$ cat src/rtl/usbf_scan_ctrl.sv
// Scan-wrapper test-access controller for one usbf_top: serial shift-in, core run, capture, shift-out.
// Optional compare logic (exp_i/mask_i/mismatch_o/err_cnt_o) is enabled by defining USBF_SCAN_CMP_EN.
module usbf_scan_ctrl #(
    parameter int IN_W   = 125,
    parameter int OUT_W  = 121,
    parameter int CNT_W  = 8,
    parameter int WAIT_W = 4
) (
    input  logic              clk_i,
    input  logic              rst_i,
    input  logic              start_i,
    input  logic [WAIT_W-1:0] run_cycles_i,
    input  logic [IN_W-1:0]   stim_i,
    output logic              sdo_o,
    output logic              scan_en_o,
    output logic              load_o,
    input  logic              sdi_i,
    output logic              busy_o,
    output logic              done_o,
    output logic [OUT_W-1:0]  resp_o
`ifdef USBF_SCAN_CMP_EN
    ,
    input  logic [OUT_W-1:0]  exp_i,
    input  logic [OUT_W-1:0]  mask_i,
    output logic              mismatch_o,
    output logic [15:0]       err_cnt_o
`endif
);

    localparam logic [2:0] ST_IDLE      = 3'd0;
    localparam logic [2:0] ST_SHIFT_IN  = 3'd1;
    localparam logic [2:0] ST_WAIT      = 3'd2;
    localparam logic [2:0] ST_LOAD      = 3'd3;
    localparam logic [2:0] ST_SHIFT_OUT = 3'd4;
    localparam logic [2:0] ST_DONE      = 3'd5;

    localparam logic [CNT_W-1:0] IN_LAST  = CNT_W'(IN_W - 1);
    localparam logic [CNT_W-1:0] OUT_LAST = CNT_W'(OUT_W - 1);
    localparam logic [CNT_W-1:0] CNT_ONE  = CNT_W'(1);

    logic [2:0]       state;
    logic [CNT_W-1:0] cnt;
    logic [CNT_W-1:0] run_cnt;
    logic [IN_W-1:0]  stim_q;
    logic [OUT_W-2:0] resp_sh;
    logic [OUT_W-1:0] resp_next;
    logic             start_acc;
    logic             shift_last;

    // The final response bit is folded straight into resp_o, so the shifter is one bit short.
    assign resp_next  = {resp_sh, sdi_i};
    assign start_acc  = (state == ST_IDLE) && start_i;
    assign shift_last = (state == ST_SHIFT_OUT) && (cnt == '0);

    always_ff @(posedge clk_i or negedge rst_i) begin
        if (!rst_i) begin
            state     <= ST_IDLE;
            cnt       <= '0;
            run_cnt   <= '0;
            stim_q    <= '0;
            resp_sh   <= '0;
            resp_o    <= '0;
            sdo_o     <= 1'b0;
            scan_en_o <= 1'b0;
            load_o    <= 1'b0;
            busy_o    <= 1'b0;
            done_o    <= 1'b0;
        end else begin
            case (state)
                ST_IDLE: begin
                    done_o <= 1'b0;
                    if (start_i) begin
                        stim_q    <= stim_i;
                        run_cnt   <= {{(CNT_W-WAIT_W){1'b0}}, run_cycles_i};
                        cnt       <= IN_LAST;
                        sdo_o     <= stim_i[IN_W-1];
                        scan_en_o <= 1'b1;
                        busy_o    <= 1'b1;
                        state     <= ST_SHIFT_IN;
                    end
                end
                ST_SHIFT_IN: begin
                    // MSB leaves first so that bit k ends up at wrapper index k.
                    if (cnt != '0) begin
                        cnt    <= cnt - CNT_ONE;
                        sdo_o  <= stim_q[IN_W-2];
                        stim_q <= {stim_q[IN_W-2:0], 1'b0};
                    end else begin
                        sdo_o <= 1'b0;
                        if (run_cnt != '0) begin
                            scan_en_o <= 1'b0;
                            state     <= ST_WAIT;
                        end else begin
                            load_o <= 1'b1;
                            state  <= ST_LOAD;
                        end
                    end
                end
                ST_WAIT: begin
                    if (run_cnt == CNT_ONE) begin
                        run_cnt   <= '0;
                        scan_en_o <= 1'b1;
                        load_o    <= 1'b1;
                        state     <= ST_LOAD;
                    end else begin
                        run_cnt <= run_cnt - CNT_ONE;
                    end
                end
                ST_LOAD: begin
                    load_o <= 1'b0;
                    cnt    <= OUT_LAST;
                    state  <= ST_SHIFT_OUT;
                end
                ST_SHIFT_OUT: begin
                    if (cnt != '0) begin
                        cnt     <= cnt - CNT_ONE;
                        resp_sh <= resp_next[OUT_W-2:0];
                    end else begin
                        resp_o    <= resp_next;
                        scan_en_o <= 1'b0;
                        busy_o    <= 1'b0;
                        done_o    <= 1'b1;
                        state     <= ST_DONE;
                    end
                end
                ST_DONE: begin
                    done_o <= 1'b0;
                    state  <= ST_IDLE;
                end
                default: begin
                    sdo_o     <= 1'b0;
                    scan_en_o <= 1'b0;
                    load_o    <= 1'b0;
                    busy_o    <= 1'b0;
                    done_o    <= 1'b0;
                    state     <= ST_IDLE;
                end
            endcase
        end
    end

`ifdef USBF_SCAN_CMP_EN
    logic [OUT_W-1:0] exp_q;
    logic [OUT_W-1:0] mask_q;
    logic             cmp_fail;

    assign cmp_fail = |((resp_next ^ exp_q) & mask_q);

    // Verdict is taken on the same edge that publishes resp_o, so it lines up with done_o.
    always_ff @(posedge clk_i or negedge rst_i) begin
        if (!rst_i) begin
            exp_q      <= '0;
            mask_q     <= '0;
            mismatch_o <= 1'b0;
            err_cnt_o  <= '0;
        end else if (start_acc) begin
            exp_q      <= exp_i;
            mask_q     <= mask_i;
            mismatch_o <= 1'b0;
        end else if (shift_last) begin
            mismatch_o <= cmp_fail;
            if (cmp_fail && (err_cnt_o != 16'hFFFF)) begin
                err_cnt_o <= err_cnt_o + 16'd1;
            end
        end
    end
`endif

endmodule

$ cat config.mk
export PLATFORM = sky130hd
export DESIGN_NAME = usbf_scan_ctrl
export DESIGN_NICKNAME = d
export VERILOG_FILES = /design/src/rtl/usbf_scan_ctrl.sv
export SDC_FILE = /design/constraint.sdc
export NUM_CORES = 1
export LEC_CHECK = 0
export ABC_CLOCK_PERIOD_IN_PS = 3400
export BUFFER_PORTS_ARGS = -buffer_cell sky130_fd_sc_hd__clkbuf_2
export CORE_UTILIZATION = 40
export DETAILED_ROUTE_END_ITERATION = 12
export HOLD_SLACK_MARGIN = 0.06
export PLACE_DENSITY = 0.58
export SYNTH_ARGS = -nofsm -noshare
export SYNTH_HDL_FRONTEND = slang
export SYNTH_SLANG_ARGS = --single-unit
export TNS_END_PERCENT = 20
$ cat constraint.sdc
create_clock -name clk_i -period 3.4 [get_ports clk_i]
set_input_delay 0.17 -clock clk_i [delete_from_list [all_inputs] [get_ports clk_i]]
set_output_delay 0.17 -clock clk_i [all_outputs]
set_load 0.03 [all_outputs]
Word level (Yosys, flattened, before mapping)
Cells that the tools add are included.
Operators by class
  $add $sub $neg: 2
  eq/ne operators: 14
  multiplexer cells: 30
  bitwise operators: 6
  reduce and logical (&&, ||, !) cells: 23
Operator list (count)
  $mux W124: 2
  $pmux W124 S2: 1
  $mux W8: 4
  $pmux W8 S3: 1
  $pmux W8 S2: 1
  $reduce_bool A8 Y1: 2
  $sub A8 B1 Y8 const B: 2
  $pmux W3 S5: 1
  $ne A2 B2 Y1 const B: 7
  $mux W3: 4
  $mux W1: 11
  $reduce_and A2 Y1: 5
  $pmux W1 S3: 3
  $reduce_and A3 Y1: 3
  $eq A8 B1 Y1 const B: 1
  $reduce_and A4 Y1: 2
  $reduce_or A4 Y1: 2
  $eq A3 B2 Y1 const B: 2
  $eq A3 B3 Y1 const B: 2
  $not A1 Y1: 6
  $reduce_and A6 Y1: 1
  $reduce_or A3 Y1: 2
  $pmux W1 S5: 1
  $reduce_bool A2 Y1: 2
  other kinds (6): 7
Storage, ports and cells
  bits in registers: 389
  input bits: 133
  output and inout bits: 126
  word-level logic and storage cells: 86

Depth between registers and ports, before layout
Gate-level depths: netlist of the first run.
  word-level depth: 4
  mapped depth: 8
  gate-level depth less buffers: 6

Worst setup path after synthesis of the first run
Ideal clock, no wire load.
  path kind: reg-to-reg
  start point: register cnt[2]
  end point: register cnt[4]
  setup time: 0.139 ns
  data arrival time: 2.235 ns
  data required time: 3.261 ns
  slack: 1.026 ns
  stages on the path, launching flop included: 8
  buffers on the path: 2
  period minus slack after synthesis: 2.374 ns
  path through: dfrtp_1 > or4_4 > or4b_1 > buf_2 > a221o_1 > buf_2 > a21oi_1 > a41oi_1
Between the ends
  longest elaborated chain between the ends: 3
  elaborated cells on any way between the ends: 6
  those cells by class: 1 x add/sub; 1 x eq/ne; 2 x mux; 2 x reduce/logical
Ends and longest elaborated chain
  start, declared: line 42  | logic [CNT_W-1:0] cnt;
  start signal, assigned: line 85  | cnt <= cnt - CNT_ONE;
  start signal, assigned: line 116  | cnt <= cnt - CNT_ONE;
  $sub A8 B1 Y8 or $reduce_bool A8 Y1 (tied branches)
  $mux W8 or $ne A2 B1 Y1 (tied branches)
  $pmux W8 S3 or $reduce_and A3 Y1 (tied branches)
Parallel ways exist; a longest one is shown, timed or not. The select of a mux whose other input is x is not followed.
A chain may end at the register's enable or synchronous reset.

Worst setup path in the final report of the first run
  start point: register cnt[2]
  end point: register cnt[7]
Same word-level chain as after synthesis.

==> reports/results.env, run 1 <==
GLOBALROUTEMET3UTIL_PCT=4.38
HOLD_VIOL=0
MIN_DELAY_PATH_DEPTH=5
PLACED_CELL_AREA_SQ_UM=17800
SYNTH.AVG_CELL_AREA_SQ_UM=11.7
POST_ROUTE_WL_MM=35.4
SYNTHSIMPLEGATEAREAFRAC_PCT=11.1
MUXSHAREOFSYNTHAREA_PCT=17.2
GR-USAGE-ALL-LAYERS_PCT=18.2
POWER.LEAKAGE_nW=10.4
FINAL.FILL_COUNT=3382
SYNTH_TOP_FAMILY_BY_AREA='multiplexers'
HPWL_MM=21.4
ENDPOINT_REQUIRED_TIME_ON_THE_CRITICAL_PATH_PS=3860
PLACED_CELLS=2061
TRITONCTS='yes'
VIAS_PER_CELL=5.03
CTS_NUM_SINKS=389
TRITONCTS.NUM_BUFFERS=43
XOR_XNOR_FRACTION_OF_SYNTH_AREA_PCT=0.166
GLOBALROUTE.BUSIESTLAYER='met2'
GRT_FIRST_PASS_WIRELENGTH_MM=60.3
WIRE_LENGTH_PER_CELL_AFTER_DETAILED_ROUTING_MICRONS=15.6
SYNTH-ADDER-AREA-SHARE_PCT=0.396
HTREE_NUM_LEVELS=2
ANT_NETS=0
FMAX_MHz=370
DRC=0
GP_CONGESTION=0.776
WORST_SLEW_SLACK_AS_A_FRACTION_OF_ITS_LIMIT_PCT=30.8
OVERFLOW_AFTER_GRT=0
ROOT_BUFFER_CELL='sky130_fd_sc_hd__clkbuf_16'
FINALSETUPTNS_PS=0
TIMING.CRITICAL_PATH.TO_TYPE='flip-flop'
PWR_DENSITY_CELL_nW_PER_UM2=672
CLKSLEWWORSTSETUPHOLDPATHS_PS=60
FINAL_CELL_COUNT_NO_FILL=2271
CRITICAL_PATH.MAX_FANOUT=11
AREA_INSIDE_THE_CORE_BOUNDARY_SQ_UM=38800
ARRIVAL_PS=3160
ANTENNADIODECOUNT=0
RSZ0062_AT_GRT='false'
POSTSYNTHNETCOUNT=1488
AREA_GROWTH_PCT=30.5
ROWS=72
CRIT_PATH_START_KIND='flip-flop'
SYNTH_WARNINGS=0
GRT_START_MAX_NET_PINS=126
FIN_SKEW_PS=14.4
DETAILED_ROUTING_ITERATION_COUNT_FOR_THE_PRE_ANTENNA_REPAIR_PASS=5
MAXIMUM_CAPACITANCE_VIOLATIONS=0
REG2REGPATHDEPTH=5
HOLD_CLASS='input pin to flip-flop'
VIA_COUNT_OF_THE_FIRST_GLOBAL_ROUTING_PASS=11500
PEAKVDDDROP_V=0.000367
TIMING.HOLD.WS_PS=106
ASYNC_FLOP_SHARE_PCT=100
FINAL_NET_COUNT=1856
VIAS=11400
WORST-SETUP-PATH-TYPE='flip-flop to flip-flop'
FINALSETUPVIOLCOUNT=0
DIEAREA_SQ_UM=40300
POST-ROUTE-PERIOD-UTIL_PCT=79.5
SYNTH_SEQUENTIAL_AREA_RATIO_PCT=61.6
MAX_SLEW.WORST_PIN.SLEW_PS=1030
FP.DIEW_MICRONS=201
CHIPHEIGHT_MICRONS=201
DRV_SLEW=0
USE_MET1_PCT=25.5
CLKLATENCYLATEPIN_PS=570
SYN-INSTANCE-COUNT=1350
FINALINSTANCEAREA_SQ_UM=20600
FRACTION_OF_LAYOUT_INSTANCES_USING_A_DRIVE_STRENGTH_ABOVE_1_PCT=34.3
OUTCOME='finished, final reports clean'
TIMING.FINAL.CRIT_PERIOD_PS=2700
PORT_BUFFERS=258
SYNTH_EDF_COUNT=0
POST_SYNTH_INSTANCE_AREA_SQ_UM=15800
TOP_LEVEL_PORTS=259
STARTING_DENSITY_OF_THE_CORE_PCT=40.7
ANTENNA_FOUND_INITIAL=0
POSTSYNTH.TOPFLOPCELL='sky130_fd_sc_hd__dfrtp_1'
SYNTH-SEQ-CELLS=389
YOSYSUNIQUECELLTYPES=45
CTS.PATH.MAX_BUFFERS=3
DRT-INITIAL-DRC-COUNT=630
GRT_USE_MET2_PCT=28.1
SYNTH_COMPOUND_AREA_SHARE_PCT=7.11
[area by class of cell]
cell class              instances  area (sq um)  share of cell area [%]
clock buffers                  68          1310                    6.36
clock inverters                12           219                    1.06
inverters                       8          30.0                   0.146
multi-input cells             866          5730                    27.8
flip-flops and latches        389          9730                    47.2
well taps                     518           648                    3.14
repair buffers                410          2940                    14.3
[cells by family (layout without fill, tap and decap cells)]
logic type	Yosys count	count (layout)
simple gates	436	436
flops	389	389
mux	241	241
compound gates	181	181
buf+inv	95	498
fa+ha+maj	5	5
xor+xnor	3	3
[what timing repair did]
action / CTS / global route
hold buffers: 130 / 0
buffers inserted: 0 / 0
gates resized for setup: 0 / 0
endpoints found under the hold margin: 215 / 0
[metrics by stage]
stage | power, mW | utilization, % | worst slack, ps
final | 13.8 | 53.1 | 696
after global routing | 14.8 | 53.1 | 612
after CTS | 14.0 | 53.1 | 709
after detailed placement | 8.84 | 45.8 | 720
after global placement | 8.72 | 45.8 | 754
after floorplan | 8.02 | - | 1030
[synthesized netlist by cell type (2+ instances only)]
master	number	share of area, %
sky130_fd_sc_hd__a211oi_1	2	0.095
sky130_fd_sc_hd__o211ai_1	3	0.14
sky130_fd_sc_hd__ha_1	5	0.40
sky130_fd_sc_hd__or3_1	3	0.12
sky130_fd_sc_hd__and3_1	2	0.079
sky130_fd_sc_hd__a211o_1	2	0.11
sky130_fd_sc_hd__dfrtp_1	389	62
sky130_fd_sc_hd__a31oi_1	128	5.1
sky130_fd_sc_hd__buf_1	5	0.12
sky130_fd_sc_hd__nand2_1	259	6.2
sky130_fd_sc_hd__inv_1	8	0.19
sky130_fd_sc_hd__xnor2_1	2	0.11
sky130_fd_sc_hd__nor2b_1	3	0.12
sky130_fd_sc_hd__nand2b_1	3	0.12
sky130_fd_sc_hd__nand3b_1	2	0.095
sky130_fd_sc_hd__nor2_1	142	3.4
sky130_fd_sc_hd__buf_2	20	0.63
sky130_fd_sc_hd__nor3_1	5	0.16
sky130_fd_sc_hd__nor4_1	2	0.079
sky130_fd_sc_hd__or3b_2	2	0.11
sky130_fd_sc_hd__o21ai_0	20	0.63
sky130_fd_sc_hd__clkbuf_1	62	1.5
sky130_fd_sc_hd__a21oi_1	15	0.48
sky130_fd_sc_hd__mux2_2	241	17
sky130_fd_sc_hd__nand3_1	5	0.16
[per-layer routing]
layer  share of wire, %  up-vias  wire length [microns]
li1                   -     5396                      -
met3                5.9       69                   2070
met1                 47     5622                  16600
met4                2.1        0                    734
met2                 45      326                  16000
met5                  0        -                      0
[path summary, 6_finish.rpt]
| check | to | startpoint | slack (ps) |
|---|---|---|---|
| max reg2reg | cnt[7]$_DFFE_PN0P_ | cnt[2]$_DFFE_PN0P_ | 700 |
| max in group asynchronous | stim_q[36]$_DFFE_PN0P_ | rst_i | 2230 |
| min in group asynchronous | resp_o[1]$_DFFE_PN0P_ | rst_i | 240 |
| min | run_cnt[1]$_DFFE_PN0P_ | run_cycles_i[1] | 110 |
| max | cnt[7]$_DFFE_PN0P_ | cnt[2]$_DFFE_PN0P_ | 700 |
| min reg2reg | resp_o[120]$_DFFE_PN0P_ | resp_sh[119]$_DFFE_PN0P_ | 500 |
[cell usage in the layout, fill, tap and decap left out, types with 11 or more instances in the layout]
cell type,Yosys,layout
sky130_fd_sc_hd__clkbuf_1,62,11
sky130_fd_sc_hd__nor2_1,142,140
sky130_fd_sc_hd__clkbuf_16,0,43
sky130_fd_sc_hd__mux2_2,241,241
sky130_fd_sc_hd__clkbuf_8,0,14
sky130_fd_sc_hd__o21ai_0,20,20
sky130_fd_sc_hd__a21oi_1,15,14
sky130_fd_sc_hd__nand2_1,259,258
sky130_fd_sc_hd__clkbuf_2,0,257
sky130_fd_sc_hd__a31oi_1,128,128
sky130_fd_sc_hd__dfrtp_1,389,389
sky130_fd_sc_hd__dlygate4sd3_1,0,130
sky130_fd_sc_hd__buf_12,0,14
[sequential cells by signal, indices dropped and copies added, names as in the netlist]
register,cells
load_o,1
stim_q,124
sdo_o,1
done_o,1
scan_en_o,1
busy_o,1
resp_sh,120
state,3
cnt,8
run_cnt,8
resp_o,121
[critical path, stage by stage, from the launching register on]
cell and delay [ps]:
sky130_fd_sc_hd__dfrtp_1 430, sky130_fd_sc_hd__or4_4 580, sky130_fd_sc_hd__or4b_1 640, sky130_fd_sc_hd__a221o_1 530
sky130_fd_sc_hd__and2_4 210, sky130_fd_sc_hd__a22o_1 190
[report_power, final]
group / internal, mW / total, mW / switching [mW]
sequential: 5.53 / 6.04 / 0.512
clock: 3.04 / 4.97 / 1.93
combinational: 1.18 / 2.83 / 1.65
total: 9.75 / 13.8 / 4.09
Note: power is estimated with default switching activity, not from simulation.
==> inputs of run 2 (changes only) <==
- ABC_CLOCK_PERIOD_IN_PS: 3400 -> 2600
- clock period: 3.4 -> 2.6 ns (I/O delays scaled with it)
==> run 2 against run 1 <==
Effect of this change:
- non-clock buffer count up 9
- critical endpoint is now resp_o[65]$_DFFE_PN0P_
- critical path type unchanged
- die area unchanged
- global-route usage down 0.19 points
- via count up 1.0%
==> reports/results.env, run 2 (synthesis results as in run 1) <==
TIMING.RR.START='cnt[2]$_DFFE_PN0P_'
TRITONCTS.NUM_BUFFERS=43  # unchanged
DIEAREA_SQ_UM=40300  # unchanged
FINAL.FILL_COUNT=3349  # -0.98%
AREA_INSIDE_THE_CORE_BOUNDARY_SQ_UM=38800  # unchanged
FIN_SKEW_PS=23.2  # +8.79 ps
VIA_COUNT_OF_THE_FIRST_GLOBAL_ROUTING_PASS=11600  # +0.70%
SHARE_CLK_OF_TOTAL_POWER_PCT=35.5  # -0.4 points
POWER_FRAC_SEQ_PCT=43.4  # -0.2 points
REGISTERS_WITH_THE_MOST_FLIP_FLOPS='stim_q x124, resp_o x121, resp_sh x120'
ENDPOINT_REQUIRED_TIME_ON_THE_CRITICAL_PATH_PS=3040  # -820 ps
SWITCHING_SHARE_PCT=29.3  # -0.24 points
HPWL_MM=21.8  # +1.6%
HOLD_PATH_END='run_cnt[1]$_DFFE_PN0P_'
GRT_START_MAX_NET_PINS=122  # -3.2%
STARTING_DENSITY_OF_THE_CORE_PCT=40.7  # unchanged
MAX_SLEW.WORST_PIN.SLEW_PS=1010  # -21.5 ps
LAYOUT.CELLS.MOST_COMMON='sky130_fd_sc_hd__dfrtp_1'
DETAILED_ROUTING_ITERATION_COUNT_FOR_THE_PRE_ANTENNA_REPAIR_PASS=5  # unchanged
ANTENNA_FOUND_INITIAL=0  # unchanged
STORAGE_CELL_AREA_SQ_UM=9730  # unchanged
FRACTION_OF_LAYOUT_INSTANCES_USING_A_DRIVE_STRENGTH_ABOVE_1_PCT=34.9  # +0.55 points
POWER.SWITCHING_mW=5.34  # +30%
WORSTHOLDSTART='run_cycles_i[1]'
RR_ENDPOINT='resp_o[65]$_DFFE_PN0P_'
DRC=0  # unchanged
LARGEST_REGISTER='stim_q'
WORST-SETUP-PATH-TYPE='flip-flop to flip-flop'
SLACK_OF_THE_WORST_REG_TO_REG_PATH_PS=110  # -590 ps
GR-USAGE-ALL-LAYERS_PCT=18.0  # -0.19 points
CRITICAL_PATH.MAX_FANOUT=121  # +110
PEAKVDDDROP_V=0.000517  # +41%
HOLD_VIOL=0  # unchanged
GP_CONGESTION=0.797  # +2.7%
COMBPWRFRAC_PCT=21.1  # +0.6 points
CLKSLEWWORSTSETUPHOLDPATHS_PS=60  # about the same
TIMING.HOLD.WS_PS=114  # +7.93 ps
INTERNAL_POWER_mW=12.9  # +32%
FINALSETUPVIOLCOUNT=0  # unchanged
FMAX_MHz=401  # +8.5%
TOP_LEVEL_PORTS=259  # unchanged
FINAL_NET_COUNT=1866  # +0.54%
MIN_DELAY_PATH_DEPTH=5  # unchanged
ROOT_BUFFER_CELL='sky130_fd_sc_hd__clkbuf_16'
PATH_CELLS='or4_4 > nor4b_4 > buf_4 > nand3_4 > buf_12 > mux2_2'
POST_ROUTE_WL_MM=35.5  # +0.31%
CRITPATHSLOWESTCELL='sky130_fd_sc_hd__or4_4'
FINALSETUPTNS_PS=0  # unchanged
TIMING.FINAL.CRIT_PERIOD_PS=2490  # -211 ps
POWER.LEAKAGE_nW=10.5  # +0.58%
GRT_FIRST_PASS_WIRELENGTH_MM=59.6  # -1.2%
RSZ0062_AT_GRT='false'
LAYOUT.CELLS.MOST_COMMON_LIST='sky130_fd_sc_hd__dfrtp_1 (389), sky130_fd_sc_hd__nand2_1 (258), sky130_fd_sc_hd__clkbuf_2 (257)'
TIMING.CRITICAL_PATH.TO_TYPE='flip-flop'
REG2REGPATHDEPTH=6  # +1
CATEGORY_OF_CELLS_ACCOUNTING_FOR_THE_LARGEST_SHARE_OF_CRITICAL_PATH_DELAY='simple AND/OR/NAND/NOR gates'
VIAS=11500  # +1.0%
HOLD_CLASS='input pin to flip-flop'
SLOWEST_DELAY_PS=590  # -50 ps
ROWS=72  # unchanged
TRITONCTS='yes'
MAXIMUM_CAPACITANCE_VIOLATIONS=0  # unchanged
OUTCOME='finished, final reports clean'
POST-ROUTE-PERIOD-UTIL_PCT=95.9  # +16 points
WORST_SLEW_SLACK_AS_A_FRACTION_OF_ITS_LIMIT_PCT=32.3  # +1.4 points
DRV_SLEW=0  # unchanged
DRT-INITIAL-DRC-COUNT=558  # -11%
MULTI_INPUT_AREA_SQ_UM=5730  # +0.15%
ANTENNADIODECOUNT=0  # unchanged
WIRE_LENGTH_PER_CELL_AFTER_DETAILED_ROUTING_MICRONS=15.6  # about the same
CRIT_PATH_START_KIND='flip-flop'
PORT_BUFFERS=258  # unchanged
CHIPHEIGHT_MICRONS=201  # unchanged
FP.DIEW_MICRONS=201  # unchanged
AREA_GROWTH_PCT=31.0
ANT_NETS=0  # unchanged
CP.BUFFERS_INVERTERS=2  # +2
OVERFLOW_AFTER_GRT=0  # unchanged
VIAS_PER_CELL=5.06  # +0.70%
POST_CTS.RESIZED_INSTANCES=0  # unchanged
PWR_DENSITY_CELL_nW_PER_UM2=880  # +31%
CTS_NUM_SINKS=389  # unchanged
LARGEST_REGISTER_FF_COUNT=124  # unchanged
CTS.PATH.MAX_BUFFERS=3  # unchanged
CLKLATENCYLATEPIN_PS=570  # about the same
ARRIVAL_PS=2930  # -230 ps
HTREE_NUM_LEVELS=2  # unchanged
[run 2: changes by cell type in the layout (fill, tap and decap cells not counted), sizes merged]
cell,change
buf,+8
clkbuf,-8
clkinv,+4
a21oi,+1
bufinv,+1
dlygate4sd3,+1
[run 2: area by class of cell]
cell class / count / share of cell area [%]
repair buffers: 419 / 14.6
well taps: 518 / 3.13
clock buffers: 60 / 6.09
flip-flops and latches: 389 / 47.1
multi-input cells: 867 / 27.7
inverters: 8 / 0.145
clock inverters: 17 / 1.30
[run 2: worst max-delay path by stage]
stage / from / endpoint / slack [ps] / depth (start not counted)
4_1_cts: cnt[2]$_DFFE_PN0P_ / cnt[0]$_DFFE_PN0P_ / 150 / 6
3_3_place_gp: cnt[2]$_DFFE_PN0P_ / cnt[5]$_DFFE_PN0P_ / 220 / 6
6_report: cnt[2]$_DFFE_PN0P_ / resp_o[65]$_DFFE_PN0P_ / 110 / 6
5_1_grt: cnt[2]$_DFFE_PN0P_ / cnt[0]$_DFFE_PN0P_ / 40 / 6
3_5_place_dp: cnt[2]$_DFFE_PN0P_ / cnt[7]$_DFFE_PN0P_ / 170 / 5
2_1_floorplan: cnt[2]$_DFFE_PN0P_ / cnt[4]$_DFFE_PN0P_ / 230 / 7
[run 2: power by group through the flow]
| stage | Clock [mW] | Combinational [mW] | Sequential [mW] |
|---|---|---|---|
| floorplan | 0 | 2.65 | 7.83 |
| global placement | 0 | 3.60 | 7.94 |
| detailed placement | 0 | 3.72 | 7.97 |
| CTS | 6.68 | 3.87 | 7.88 |
| global route | 6.90 | 4.41 | 8.03 |
| finish | 6.47 | 3.84 | 7.89 |
[run 2: timing repair]
| item | CTS | global route |
|---|---|---|
| hold endpoints to repair | 334 | 0 |
| hold buffers | 131 | 0 |
| setup endpoints to repair | 0 | 55 |
| setup buffers | 0 | 0 |
[run 2: worst reg2reg max path, delay by kind of cell, from the launching register on]
| family | cells | cell delay [ps] |
|---|---|---|
| and+or+nand+nor | 3 | 900 |
| muxes | 1 | 560 |
| buffers and inverters | 2 | 470 |
| DFF | 1 | 430 |
[run 2: routing by layer]
layer	vias to the layer above	routed length, microns	share of wire (%)	global-route usage (%)
met1	5737	16400	46	24.8
met3	56	1870	5.3	4.03
met4	0	770	2.2	5.48
met5	-	0	0	0
met2	305	16400	46	28.3
li1	5430	-	-	-
[run 2: metrics by stage]
step / utilization (%) / instance area (sq um) / power (mW) / std cells / worst slack (ps)
after CTS: 53.3 / 20700 / 18.4 / 2277 / 152
final: 53.3 / 20700 / 18.2 / 2278 / 107
after floorplan: - / 15800 / 10.5 / 1350 / 226
after global placement: 45.9 / 17800 / 11.5 / 2069 / 219
after detailed placement: 45.9 / 17800 / 11.7 / 2069 / 168
after global routing: 53.3 / 20700 / 19.3 / 2278 / 44.4
==> inputs of run 3 (changes only) <==
- PLACE_DENSITY: 0.58 -> default
==> run 3 against run 2 <==
Effect of this change:
- sequential power about the same
- highest routed layer unchanged
- combinational power decreased by 2%
- die area is the same
- largest cell class unchanged
- final area down 1.4%
- register-to-register slack barely moved
- routed wire length fell by 2.5%
==> reports/results.env, run 3 (synthesis results as in run 1) <==
OUTCOME='finished, final reports clean'
WORSTHOLDSTART='run_cycles_i[1]'
POST-ROUTE-PERIOD-UTIL_PCT=96.3  # +0.45 points
SHARE_CLK_OF_TOTAL_POWER_PCT=32.1  # -3.4 points
OVERFLOW_AFTER_GRT=0  # unchanged
TOP_LEVEL_PORTS=259  # unchanged
ENDPOINT_REQUIRED_TIME_ON_THE_CRITICAL_PATH_PS=3040  # about the same
TRITONCTS='yes'
FRACTION_OF_LAYOUT_INSTANCES_USING_A_DRIVE_STRENGTH_ABOVE_1_PCT=34.0  # -0.87 points
CLKLATENCYLATEPIN_PS=560  # about the same
AREA_INSIDE_THE_CORE_BOUNDARY_SQ_UM=38800  # unchanged
FINAL.FILL_COUNT=3352  # +0.090%
HPWL_MM=21.5  # -1.2%
TRITONCTS.NUM_BUFFERS=42  # -2.3%
ANTENNA_FOUND_INITIAL=0  # unchanged
VIA_COUNT_OF_THE_FIRST_GLOBAL_ROUTING_PASS=11400  # -1.5%
SWITCHING_SHARE_PCT=30.1  # +0.82 points
DETAILED_ROUTING_ITERATION_COUNT_FOR_THE_PRE_ANTENNA_REPAIR_PASS=5  # unchanged
CLKSLEWWORSTSETUPHOLDPATHS_PS=60  # about the same
HOLD_CLASS='input pin to flip-flop'
CTS.PATH.MAX_BUFFERS=3  # unchanged
CHIPHEIGHT_MICRONS=201  # unchanged
POST_CTS.RESIZED_INSTANCES=0  # unchanged
PORT_BUFFERS=258  # unchanged
ROOT_BUFFER_CELL='sky130_fd_sc_hd__clkbuf_16'
GR-USAGE-ALL-LAYERS_PCT=17.5  # -0.46 points
CRITICAL_PATH.MAX_FANOUT=121  # unchanged
FINALSETUPTNS_PS=0  # unchanged
LAYOUT.CELLS.MOST_COMMON='sky130_fd_sc_hd__dfrtp_1'
HTREE_NUM_LEVELS=2  # unchanged
PEAKVDDDROP_V=0.000580  # +12%
POWER.SWITCHING_mW=5.16  # -3.2%
TIMING.CRITICAL_PATH.TO_TYPE='flip-flop'
FIN_SKEW_PS=21.3  # -1.90 ps
GRT_FIRST_PASS_WIRELENGTH_MM=58.3  # -2.1%
STARTING_DENSITY_OF_THE_CORE_PCT=40.7  # unchanged
ROWS=72  # unchanged
WORST-SETUP-PATH-TYPE='flip-flop to flip-flop'
WORSTSETUPSTARTPOINT='cnt[2]$_DFFE_PN0P_'
VIAS_PER_CELL=4.99  # -1.4%
PWR_DENSITY_CELL_nW_PER_UM2=841  # -4.5%
REGISTERS_WITH_THE_MOST_FLIP_FLOPS='stim_q x124, resp_o x121, resp_sh x120'
TIMING.RR.START='cnt[2]$_DFFE_PN0P_'
MAX_SLEW.WORST_PIN.SLEW_PS=998  # -6.92 ps
FINALSETUPVIOLCOUNT=0  # unchanged
DRC=0  # unchanged
COMBPWRFRAC_PCT=21.9  # +0.8 points
TIMING.FINAL.CRIT_PERIOD_PS=2500  # +11.8 ps
DRV_SLEW=0  # unchanged
ANT_NETS=0  # unchanged
AREA_GROWTH_PCT=29.1
DIEAREA_SQ_UM=40300  # unchanged
CRIT_PATH_START_KIND='flip-flop'
POST_ROUTE_WL_MM=34.6  # -2.5%
LARGEST_REGISTER='stim_q'
MAXIMUM_CAPACITANCE_VIOLATIONS=0  # unchanged
GP_CONGESTION=0.751  # -5.7%
HOLD_BUFFERS=131  # unchanged
GRT_START_MAX_NET_PINS=122  # unchanged
INTERNAL_POWER_mW=12.0  # -6.9%
WIRE_LENGTH_PER_CELL_AFTER_DETAILED_ROUTING_MICRONS=15.3  # -2.1%
SLACK_OF_THE_WORST_REG_TO_REG_PATH_PS=100  # about the same
TOTALPOWERFINAL_mW=17.1  # -5.8%
RSZ0062_AT_GRT='false'
CTS_NUM_SINKS=389  # unchanged
POWER_FRAC_SEQ_PCT=46.0  # +2.6 points
LARGEST_REGISTER_FF_COUNT=124  # unchanged
TIMING.HOLD.WS_PS=108  # -5.84 ps
WORST_SLEW_SLACK_AS_A_FRACTION_OF_ITS_LIMIT_PCT=32.8  # +0.47 points
ARRIVAL_PS=2940  # about the same
ANTENNADIODECOUNT=0  # unchanged
HOLD_VIOL=0  # unchanged
FP.DIEW_MICRONS=201  # unchanged
CTS_POST_SETUP_BUFFERS_INSERTED=0  # unchanged
FINAL_NET_COUNT=1863  # -0.16%
VIAS=11300  # -1.8%
LAYOUT.CORE_UTILIZATION_PCT=52.5  # -0.76 points
LAYOUT.CELLS.MOST_COMMON_LIST='sky130_fd_sc_hd__dfrtp_1 (389), sky130_fd_sc_hd__nand2_1 (258), sky130_fd_sc_hd__clkbuf_2 (257)'
POWER.LEAKAGE_nW=10.3  # -1.6%
DRT-INITIAL-DRC-COUNT=481  # -14%
FMAX_MHz=399  # -0.47%
## run 3: final timing paths
path                                               end  cells past startpoint
worst max-delay path            resp_o[64]$_DFFE_PN0P_                      6
worst min-delay path            run_cnt[1]$_DFFE_PN0P_                      5
worst max register to register  resp_o[64]$_DFFE_PN0P_                      6
worst min register to register  resp_o[38]$_DFFE_PN0P_                      1
max in group asynchronous           cnt[0]$_DFFE_PN0P_                      3
min in group asynchronous        resp_o[4]$_DFFE_PN0P_                      2
## run 3: through the flow
step	cell area (sq um)	instances	worst slack [ps]
floorplan	15800	1350	226
global placement	17800	2068	172
detailed placement	17800	2068	127
CTS	20400	2267	134
global route	20400	2267	18.1
finish	20400	2267	95.0
## run 3: final cells by class
cell class	count	area, sq um	share of cell area, %
Clock buffer	62	1200	5.87
Clock inverter	6	52.6	0.258
Inverter	8	30.0	0.147
Multi-Input combinational cell	866	5730	28.1
Sequential cell	389	9730	47.7
Tap cell	518	648	3.18
Timing Repair Buffer	418	3010	14.7
## run 3: layer usage
layer  global-route usage (%)  up-vias  routed length, microns
met5                        0        -                       0
met4                     4.55        0                     613
li1                         -     5396                       -
met2                     27.3      287                   15800
met3                     4.55       48                    1980
met1                     24.3     5585                   16200
## run 3: power groups by stage
| stage | Combinational (mW) | Sequential (mW) | Clock, mW |
|---|---|---|---|
| global placement | 3.51 | 7.92 | 0 |
| detailed placement | 3.64 | 7.97 | 0 |
| finish | 3.76 | 7.88 | 5.50 |
| CTS | 3.79 | 7.88 | 5.72 |
| global route | 4.33 | 8.03 | 5.94 |
| floorplan | 2.65 | 7.83 | 0 |
## run 3: worst max-delay path, stage by stage (launching register included)
cell and delay [ps]:
sky130_fd_sc_hd__dfrtp_1 430, sky130_fd_sc_hd__or4_4 590, sky130_fd_sc_hd__nor4b_4 300, sky130_fd_sc_hd__buf_4 210, sky130_fd_sc_hd__nand3_4 80, sky130_fd_sc_hd__buf_12 280
sky130_fd_sc_hd__mux2_2 380
